**src/rtl/multicycle_control_unit.sv**
```systemverilog
// Control FSM for the multicycle RV32I core: sequences the datapath enables and
// mux selects, and tracks a sticky illegal-opcode flag and a retired-instruction count.
module multicycle_control_unit #(
    parameter int unsigned CNT_WIDTH = 32
) (
    input  logic                 clk,
    input  logic                 reset,
    input  logic [6:0]           opcode,
    input  logic [2:0]           funct3,
    input  logic                 funct7_5,
    input  logic                 zero,
    output logic                 pc_wr,
    output logic                 adr_src,
    output logic                 mem_wr,
    output logic                 ir_wr,
    output logic                 reg_wr,
    output logic [1:0]           alu_src_a,
    output logic [1:0]           alu_src_b,
    output logic [1:0]           result_src,
    output logic [2:0]           imm_sel,
    output logic [3:0]           alu_ctrl,
    output logic                 illegal,
    output logic [CNT_WIDTH-1:0] retired
);

    localparam logic [3:0] ALU_ADD   = 4'd0;
    localparam logic [3:0] ALU_SUB   = 4'd1;
    localparam logic [3:0] ALU_AND   = 4'd2;
    localparam logic [3:0] ALU_OR    = 4'd3;
    localparam logic [3:0] ALU_XOR   = 4'd4;
    localparam logic [3:0] ALU_SLL   = 4'd5;
    localparam logic [3:0] ALU_SRL   = 4'd6;
    localparam logic [3:0] ALU_SRA   = 4'd7;
    localparam logic [3:0] ALU_SLT   = 4'd8;
    localparam logic [3:0] ALU_SLTU  = 4'd9;
    localparam logic [3:0] ALU_PASSB = 4'd10;

    typedef enum logic [3:0] {
        S_FETCH, S_DECODE, S_MEMADR, S_MEMREAD, S_MEMWB, S_MEMWRITE, S_EXECR,
        S_EXECI, S_ALUWB, S_BRANCH, S_JALR, S_JUMP, S_LUI, S_AUIPC
    } state_t;

    state_t                 r_state;
    state_t                 w_next;
    logic                   r_illegal;
    logic [CNT_WIDTH-1:0]   r_retired;
    logic                   w_set_illegal;
    logic                   w_retire;
    logic                   w_alt;
    logic [3:0]             w_funct_alu;
    logic [2:0]             w_imm_sel;

    assign illegal = r_illegal;
    assign retired = r_retired;

    always_ff @(posedge clk) begin
        if (!reset) begin
            r_state   <= S_FETCH;
            r_illegal <= 1'b0;
            r_retired <= '0;
        end else begin
            r_state <= w_next;
            if (w_set_illegal) r_illegal <= 1'b1;
            if (w_retire)      r_retired <= r_retired + CNT_WIDTH'(1);
        end
    end

    always_comb begin
        case (opcode)
            7'b0100011:             w_imm_sel = 3'b001;
            7'b1100011:             w_imm_sel = 3'b010;
            7'b0110111, 7'b0010111: w_imm_sel = 3'b011;
            7'b1101111:             w_imm_sel = 3'b100;
            default:                w_imm_sel = 3'b000;
        endcase
    end

    // funct7_5 selects SUB only for register ops; SRA/SRAI honour it in both forms
    assign w_alt = funct7_5 && ((funct3 == 3'b101) ||
                                (funct3 == 3'b000 && r_state == S_EXECR));

    always_comb begin
        case (funct3)
            3'b000:  w_funct_alu = w_alt ? ALU_SUB : ALU_ADD;
            3'b001:  w_funct_alu = ALU_SLL;
            3'b010:  w_funct_alu = ALU_SLT;
            3'b011:  w_funct_alu = ALU_SLTU;
            3'b100:  w_funct_alu = ALU_XOR;
            3'b101:  w_funct_alu = w_alt ? ALU_SRA : ALU_SRL;
            3'b110:  w_funct_alu = ALU_OR;
            default: w_funct_alu = ALU_AND;
        endcase
    end

    always_comb begin
        w_next        = r_state;
        w_set_illegal = 1'b0;
        w_retire      = 1'b0;
        pc_wr         = 1'b0;
        adr_src       = 1'b0;
        mem_wr        = 1'b0;
        ir_wr         = 1'b0;
        reg_wr        = 1'b0;
        alu_src_a     = 2'b00;
        alu_src_b     = 2'b00;
        result_src    = 2'b00;
        alu_ctrl      = ALU_ADD;
        imm_sel       = w_imm_sel;
        case (r_state)
            S_FETCH: begin
                ir_wr      = 1'b1;
                pc_wr      = 1'b1;
                alu_src_b  = 2'b10;
                result_src = 2'b10;
                w_next     = S_DECODE;
            end
            S_DECODE: begin
                alu_src_a = 2'b01;
                alu_src_b = 2'b01;
                case (opcode)
                    7'b0000011, 7'b0100011: w_next = S_MEMADR;
                    7'b0110011:             w_next = S_EXECR;
                    7'b0010011:             w_next = S_EXECI;
                    7'b1100011:             w_next = S_BRANCH;
                    7'b1101111:             w_next = S_JUMP;
                    7'b1100111:             w_next = S_JALR;
                    7'b0110111:             w_next = S_LUI;
                    7'b0010111:             w_next = S_AUIPC;
                    default: begin
                        w_next        = S_FETCH;
                        w_set_illegal = 1'b1;
                    end
                endcase
            end
            S_MEMADR: begin
                alu_src_a = 2'b10;
                alu_src_b = 2'b01;
                w_next    = (opcode == 7'b0000011) ? S_MEMREAD : S_MEMWRITE;
            end
            S_MEMREAD: begin
                adr_src = 1'b1;
                w_next  = S_MEMWB;
            end
            S_MEMWB: begin
                result_src = 2'b01;
                reg_wr     = 1'b1;
                w_retire   = 1'b1;
                w_next     = S_FETCH;
            end
            S_MEMWRITE: begin
                adr_src  = 1'b1;
                mem_wr   = 1'b1;
                w_retire = 1'b1;
                w_next   = S_FETCH;
            end
            S_EXECR: begin
                alu_src_a = 2'b10;
                alu_ctrl  = w_funct_alu;
                w_next    = S_ALUWB;
            end
            S_EXECI: begin
                alu_src_a = 2'b10;
                alu_src_b = 2'b01;
                alu_ctrl  = w_funct_alu;
                w_next    = S_ALUWB;
            end
            S_ALUWB: begin
                reg_wr   = 1'b1;
                w_retire = 1'b1;
                w_next   = S_FETCH;
            end
            S_BRANCH: begin
                alu_src_a = 2'b10;
                alu_ctrl  = ALU_SUB;
                w_next    = S_FETCH;
                // only BEQ/BNE are supported; anything else is flagged and not retired
                if (funct3[2:1] == 2'b00) begin
                    pc_wr    = zero ^ funct3[0];
                    w_retire = 1'b1;
                end else begin
                    w_set_illegal = 1'b1;
                end
            end
            S_JALR: begin
                alu_src_a = 2'b10;
                alu_src_b = 2'b01;
                w_next    = S_JUMP;
            end
            S_JUMP: begin
                pc_wr     = 1'b1;
                alu_src_a = 2'b01;
                alu_src_b = 2'b10;
                w_next    = S_ALUWB;
            end
            S_LUI: begin
                alu_src_b = 2'b01;
                alu_ctrl  = ALU_PASSB;
                w_next    = S_ALUWB;
            end
            S_AUIPC: begin
                alu_src_a = 2'b01;
                alu_src_b = 2'b01;
                w_next    = S_ALUWB;
            end
            default: w_next = S_FETCH;
        endcase
        if (!reset) begin
            pc_wr      = 1'b0;
            adr_src    = 1'b0;
            mem_wr     = 1'b0;
            ir_wr      = 1'b0;
            reg_wr     = 1'b0;
            alu_src_a  = 2'b00;
            alu_src_b  = 2'b00;
            result_src = 2'b00;
            imm_sel    = 3'b000;
            alu_ctrl   = ALU_ADD;
        end
    end

endmodule

```
**config.mk**
```make
export PLATFORM = sky130hd
export DESIGN_NAME = multicycle_control_unit
export DESIGN_NICKNAME = d
export VERILOG_FILES = /design/src/rtl/multicycle_control_unit.sv
export SDC_FILE = /design/constraint.sdc
export NUM_CORES = 1
export LEC_CHECK = 0
export BUFFER_PORTS_ARGS = -buffer_cell sky130_fd_sc_hd__buf_2
export CORE_MARGIN = 5
export CORE_UTILIZATION = 51
export CTS_CLUSTER_DIAMETER = 60
export DETAILED_ROUTE_END_ITERATION = 12
export GPL_TIMING_DRIVEN = 0
export MAX_ROUTING_LAYER = met4
export PLACE_DENSITY = 0.79
export SETUP_SLACK_MARGIN = 0.1
export SLEW_MARGIN = 20
export SYNTH_ARGS = -nofsm -noshare
export SYNTH_HDL_FRONTEND = slang
export SYNTH_SLANG_ARGS = --single-unit
```
**constraint.sdc**
```tcl
create_clock -name clk -period 2.65 [get_ports clk]
set_input_delay 0.6625 -clock clk [delete_from_list [all_inputs] [get_ports clk]]
set_output_delay 0.6625 -clock clk [all_outputs]
set_load 0.05 [all_outputs]
```
==> impl_metrics.ini, run 1 <==
[logic_synthesis]
synth_mux_area_share_pct = 1.376
synthMostInstantiatedCell = nor2_1
ys_top_cells_by_count = 48 x nor2_1, 37 x dfxtp_1, 25 x nand2_1
synth_top_family_by_area = simple AND/OR/NAND/NOR gates
ys_seq_area_share_pct = 33.94
synth-compound-area-share_pct = 10.84
synth-adder-area-share_pct = 0.5734
synth-async-reset-ratio_pct = 0
synthFlopType = dfxtp_1
synth.distinct_cells = 40
synth_xor_area_share_pct = 12.04
postSynthAreaPerCell_um2 = 7.577
syn_area_um2 = 2182
netlist_top_cells_area = dfxtp_1 34%, xor2_1 8.8%, nor2_1 8.3%
yosysTopAreaCell = dfxtp_1
synth-edff-count = 0
synth.top_cell.area_share_pct = 33.94
yosys.area_share.simple_pct = 36.93
syn_nets = 303
synthCells = 288
synth_warnings = 0
ys_ff_latch = 37

[critical_path]
critPathLaunchType = primary input
crit_fanout = 4
critical_path_arrival_ns = 1.79
crit_required_ns = 1.99
crit_type = in2out
reg2reg_from = retired[2]
critPathCaptureType = output port
reg2reg_depth = 6
r2r_end = retired[19]
reg2reg_slack_ns = 0.64

[routing]
vias = 2270
ant_nets = 0
first_iter_violations = 136
wl_per_cell_um = 14.00
drt_first_pass_iters = 4
drt_wl_total_um = 5699
via_per_inst = 5.577
drc = 0

[finish]
nets = 371
drive_above_1_share_pct = 25.77
synthToLayoutAreaGrowth_pct = 25.11
nFillCells = 376
ff_latch_area_um2 = 742.0
stdcell_count = 407
multi_input_area_um2 = 1399
diodes = 0

[grt]
grt.overflow.total = 0
antenna_found_initial = 0
grt.met2_usage_pct = 33.75
grt.total_usage_pct = 22.16
grt_pass1_vias = 2123
globalRoute.busiestLayer = met2
met1_usage_pct = 28.80
grt_pass1_wl_um = 9453
grt_max_degree = 12
use_met3_pct = 3.958

[pwr]
p_int_mw = 0.9011
seq_power_share_pct = 47.2
clkPwrFrac_pct = 42.5
p_per_area_nw_per_um2 = 435.3
power.switching_mw = 0.2872
p_leak_nw = 1.134
switching_share_pct = 24.17
pwr-share-comb_pct = 10.2
total_power_mw = 1.188
ir_drop_v = 0.0002141

[timing]
rsz0062_at_grt = false
setup_ws_ns = 0.1969
hold_viol = 0
setup_tns_ns = 0
clock.fmax_mhz = 407.7
fin_crit_ns = 2.453
period_share_pct = 92.57
setup_viol = 0
relSlewSlack_pct = 63.16
finClkSkew_ns = 0.006688
worst_pin_slew_ns = 0.5476
finalMaxSlewViolations = 0

[floorplanning]
start_util_pct = 53.40
rows = 23
coreArea_um2 = 4086
chipWidth_um = 75.41
die-area_um2 = 5687
io_pins = 65
die_h_um = 75.41

[worst_hold_path]
hold_depth = 1
whs_endpoint = illegal
hold_class = reg2reg
hp-start = illegal

[clocking]
clock_sinks = 37
htreeDepth = 2
clk_pin_slew_ns = 0.07
root_buffer = clkbuf_8
cts_tree = yes
post_cts_buffers = 0
worst_skew_pair.late_latency_ns = 0.29
cts_buffers = 5
cts_buffer_depth = 2
hold_buffers = 0

[placed_design]
place_hpwl_um = 4211
pre_cts_slack_ns = 0.04567
port_buffers = 61
place_inst = 399
finalWeightedCongestion = 0.8371

[flow_run]
cap_violations = 0

[status]
outcome = finished clean
-- sequential cells by signal (all words and copies together), names as in the netlist --
name / cells
retired: 32
illegal: 1
r_state: 4
-- how the worst max path moves through the flow --
| stage | from | endpoint | slack, ns | depth (start not counted) |
|---|---|---|---|---|
| 2_1_floorplan | reset | alu_ctrl[2] | -0.04 | 3 |
| 3_3_place_gp | opcode[1] | imm_sel[1] | 0.06 | 6 |
| 3_5_place_dp | opcode[1] | imm_sel[1] | 0.05 | 6 |
| 4_1_cts | r_state[2] | alu_src_b[0] | 0.06 | 5 |
| 5_1_grt | opcode[1] | imm_sel[1] | 0.10 | 6 |
| 6_report | opcode[1] | imm_sel[1] | 0.20 | 6 |
-- power groups by stage --
stage	sequential (mW)	clock [mW]	combinational, mW
2_1_floorplan	0.579	0	0.0799
3_3_place_gp	0.574	0	0.117
3_5_place_dp	0.574	0	0.118
4_1_cts	0.561	0.513	0.121
5_1_grt	0.562	0.543	0.133
6_report	0.561	0.505	0.122
-- cells in the final DEF, fill, tap and decap left out, types with 2 or more instances in the layout --
master    netlist  routed
nor2_2          0       2
o211ai_1        5       5
and4_1          4       4
clkbuf_2        0       4
nor4_2          1       3
xnor2_1         8       8
nor4_1          6       4
o21ai_0         6       6
a31oi_1         3       3
mux2i_1         3       3
nand4_1        16      16
nand2b_1        9       9
nand3b_1        3       3
a21oi_2         0       2
nor3_1         10       7
and2_1          4       4
dfxtp_1        37      36
buf_2           3      63
a21oi_1        16      14
nand3_1        18      18
nor2_1         48      46
inv_1           5       5
nand2_1        25      25
clkbuf_8        0       6
buf_4           2       3
or3_1           7       6
clkbuf_1       11       7
nor3_2          0       3
xor2_1         22      22
-- cells by family after synthesis --
kind of cell	count (synthesis)
AOI/OAI and AO/OA	38
xor gates and xnor gates	30
adders and majority gates	1
buffers and inverters	22
DFF	37
muxes	3
and+or+nand+nor	157
-- final cells by class --
type                    count  area share, %
plain buffers              16          2.933
clock buffers               7          3.162
clock inverters             1          1.100
inverters                   6         0.8249
multi-input cells         229          51.24
flip-flops and latches     37          27.18
well taps                  50          2.291
repair buffers             61          11.27
-- per-layer routing --
layer	vias up	wire, um
met3	6	348
met2	72	2614
li1	1151	-
met1	1041	2656
met5	-	0
met4	0	80
-- metrics by stage --
step	hold slack (ns)	instance area, um2	util (%)
3_5_place_dp	0.4665	2590	63.38
5_1_grt	0.5054	2730	66.81
6_report	0.4784	2730	66.81
3_3_place_gp	0.4603	2590	63.38
4_1_cts	0.4849	2723	66.63
2_1_floorplan	0.6582	2222	-
-- worst max-delay path, cell delays in order --
cell     delay [ns]
buf_2          0.09
nand2_1        0.12
nor4b_2        0.36
nand2_1        0.15
a21oi_2        0.14
buf_2          0.27
-- what timing repair did --
action	CTS	global route
setup endpoints to repair	4	8
gates resized for setup	5	9
pin swaps	0	0
No activity file was read; power rests on OpenSTA's default activity.
==> run 2, diff against run 1 <==
==> constraint.sdc (replaced) <==
create_clock -name clk -period 2.65 [get_ports clk]
set_input_delay 0.265 -clock clk [delete_from_list [all_inputs] [get_ports clk]]
set_output_delay 0.265 -clock clk [all_outputs]
set_load 0.05 [all_outputs]
==> impl_metrics.ini, run 2 (synthesis gave the netlist of run 1 again) <==
[status]
outcome = finished clean

[critical_path]
crit_required_ns = 2.38
critPathLaunch = r_state[1]
critPathLaunchType = flop
critPathCaptureType = output port
critical_path_arrival_ns = 1.93
crit_type = reg2out
reg2reg_from = r_state[3]
crit_fanout = 10

[floorplanning]
rows = 23
die-area_um2 = 5687
start_util_pct = 53.40
coreArea_um2 = 4086
chipWidth_um = 75.41
io_pins = 65
die_h_um = 75.41

[clocking]
hold_buffers = 0
worst_skew_pair.late_latency_ns = 0.29
cts_buffer_depth = 2
clk_pin_slew_ns = 0.06
htreeDepth = 2
cts_resized = 0
clock_sinks = 37
cts_buffers = 5
post_cts_buffers = 0
cts_tree = yes
root_buffer = clkbuf_8

[grt]
grt.total_usage_pct = 20.86
grt_pass1_wl_um = 9039
grt_pass1_vias = 2030
antenna_found_initial = 0
grt.overflow.total = 0
grt_max_degree = 11

[worst_hold_path]
hp-start = opcode[6]
hold_class = in2reg

[timing]
relSlewSlack_pct = 55.74
clock.fmax_mhz = 456.4
hold_viol = 0
finClkSkew_ns = 0.007593
fin_crit_ns = 2.191
setup_viol = 0
period_share_pct = 82.68
worst_pin_slew_ns = 0.6578
finalMaxSlewViolations = 0
setup_tns_ns = 0
rsz0062_at_grt = false

[pwr]
p_per_area_nw_per_um2 = 404.5
ir_drop_v = 0.0002657
p_leak_nw = 1.100
total_power_mw = 1.069

[finish]
nets = 371
most-common-layout-cells = 64 x buf_2, 48 x nor2_1, 37 x dfxtp_1, 25 x nand2_1, 22 x xor2_1
diodes = 0
final_common_cell = buf_2
drive_above_1_share_pct = 21.07
largest_reg_flops = 32
synthToLayoutAreaGrowth_pct = 21.10
finish.utilization_pct = 64.67

[routing]
top_layer = met4
ant_nets = 0
m1WireLength_um = 2647
first_iter_violations = 189
vias = 2293
wl_per_cell_um = 13.68
dr_wl_met2_um = 2532
via_per_inst = 5.648
drt_wl_total_um = 5554
drt_first_pass_iters = 4
wl_met3_um = 326
drc = 0

[placed_design]
finalWeightedCongestion = 0.8518
port_buffers = 61
place_hpwl_um = 4194

[flow_run]
cap_violations = 0
[run 2: final timing paths]
kind / endpoint / slack, ns / cells after the start
worst max-delay path: alu_src_b[0] / 0.46 / 5
worst min-delay path: r_state[2] / 0.34 / 4
worst max register to register: retired[25] / 0.64 / 7
worst min register to register: illegal / 0.49 / 1
[run 2: final cells by class]
cell class                      instances  area (um2)
Fill cell                             369        1444
Multi-Input combinational cell        229        1354
Sequential cell                        37       740.7
Timing Repair Buffer                   61       305.3
Clock buffer                            7       86.33
Buffer                                 16       71.32
Tap cell                               50       62.56
Inverter                                6       22.52
[run 2: through the flow]
step                      cells  area, um2  worst slack (ns)  hold WS, ns
after global routing        406       2643            0.3475       0.3646
after CTS                   406       2643            0.4805       0.3278
final                       406       2643            0.4591       0.3380
after global placement      399       2556            0.6220       0.4745
after detailed placement    399       2556            0.6197       0.4677
after floorplan             288       2188            0.2655       0.4530
[run 2: critical path, cell delays in order, from the launching register on]
cell      delay, ns
dfxtp_1        0.49
clkbuf_1       0.41
xnor2_1        0.20
nand3b_1       0.09
a31oi_1        0.17
buf_2          0.29
[run 2: per-layer routing]
layer	global-route usage (%)	vias up
li1	-	1154
met1	28.54	1054
met2	31.06	77
met3	3.958	8
met4	6.602	0
met5	-	-
[run 2: power by group]
group	internal [mW]	switching, mW
Sequential	0.559	0.00284
Clock	0.206	0.185
Combinational	0.0324	0.0837
Total	0.797	0.271
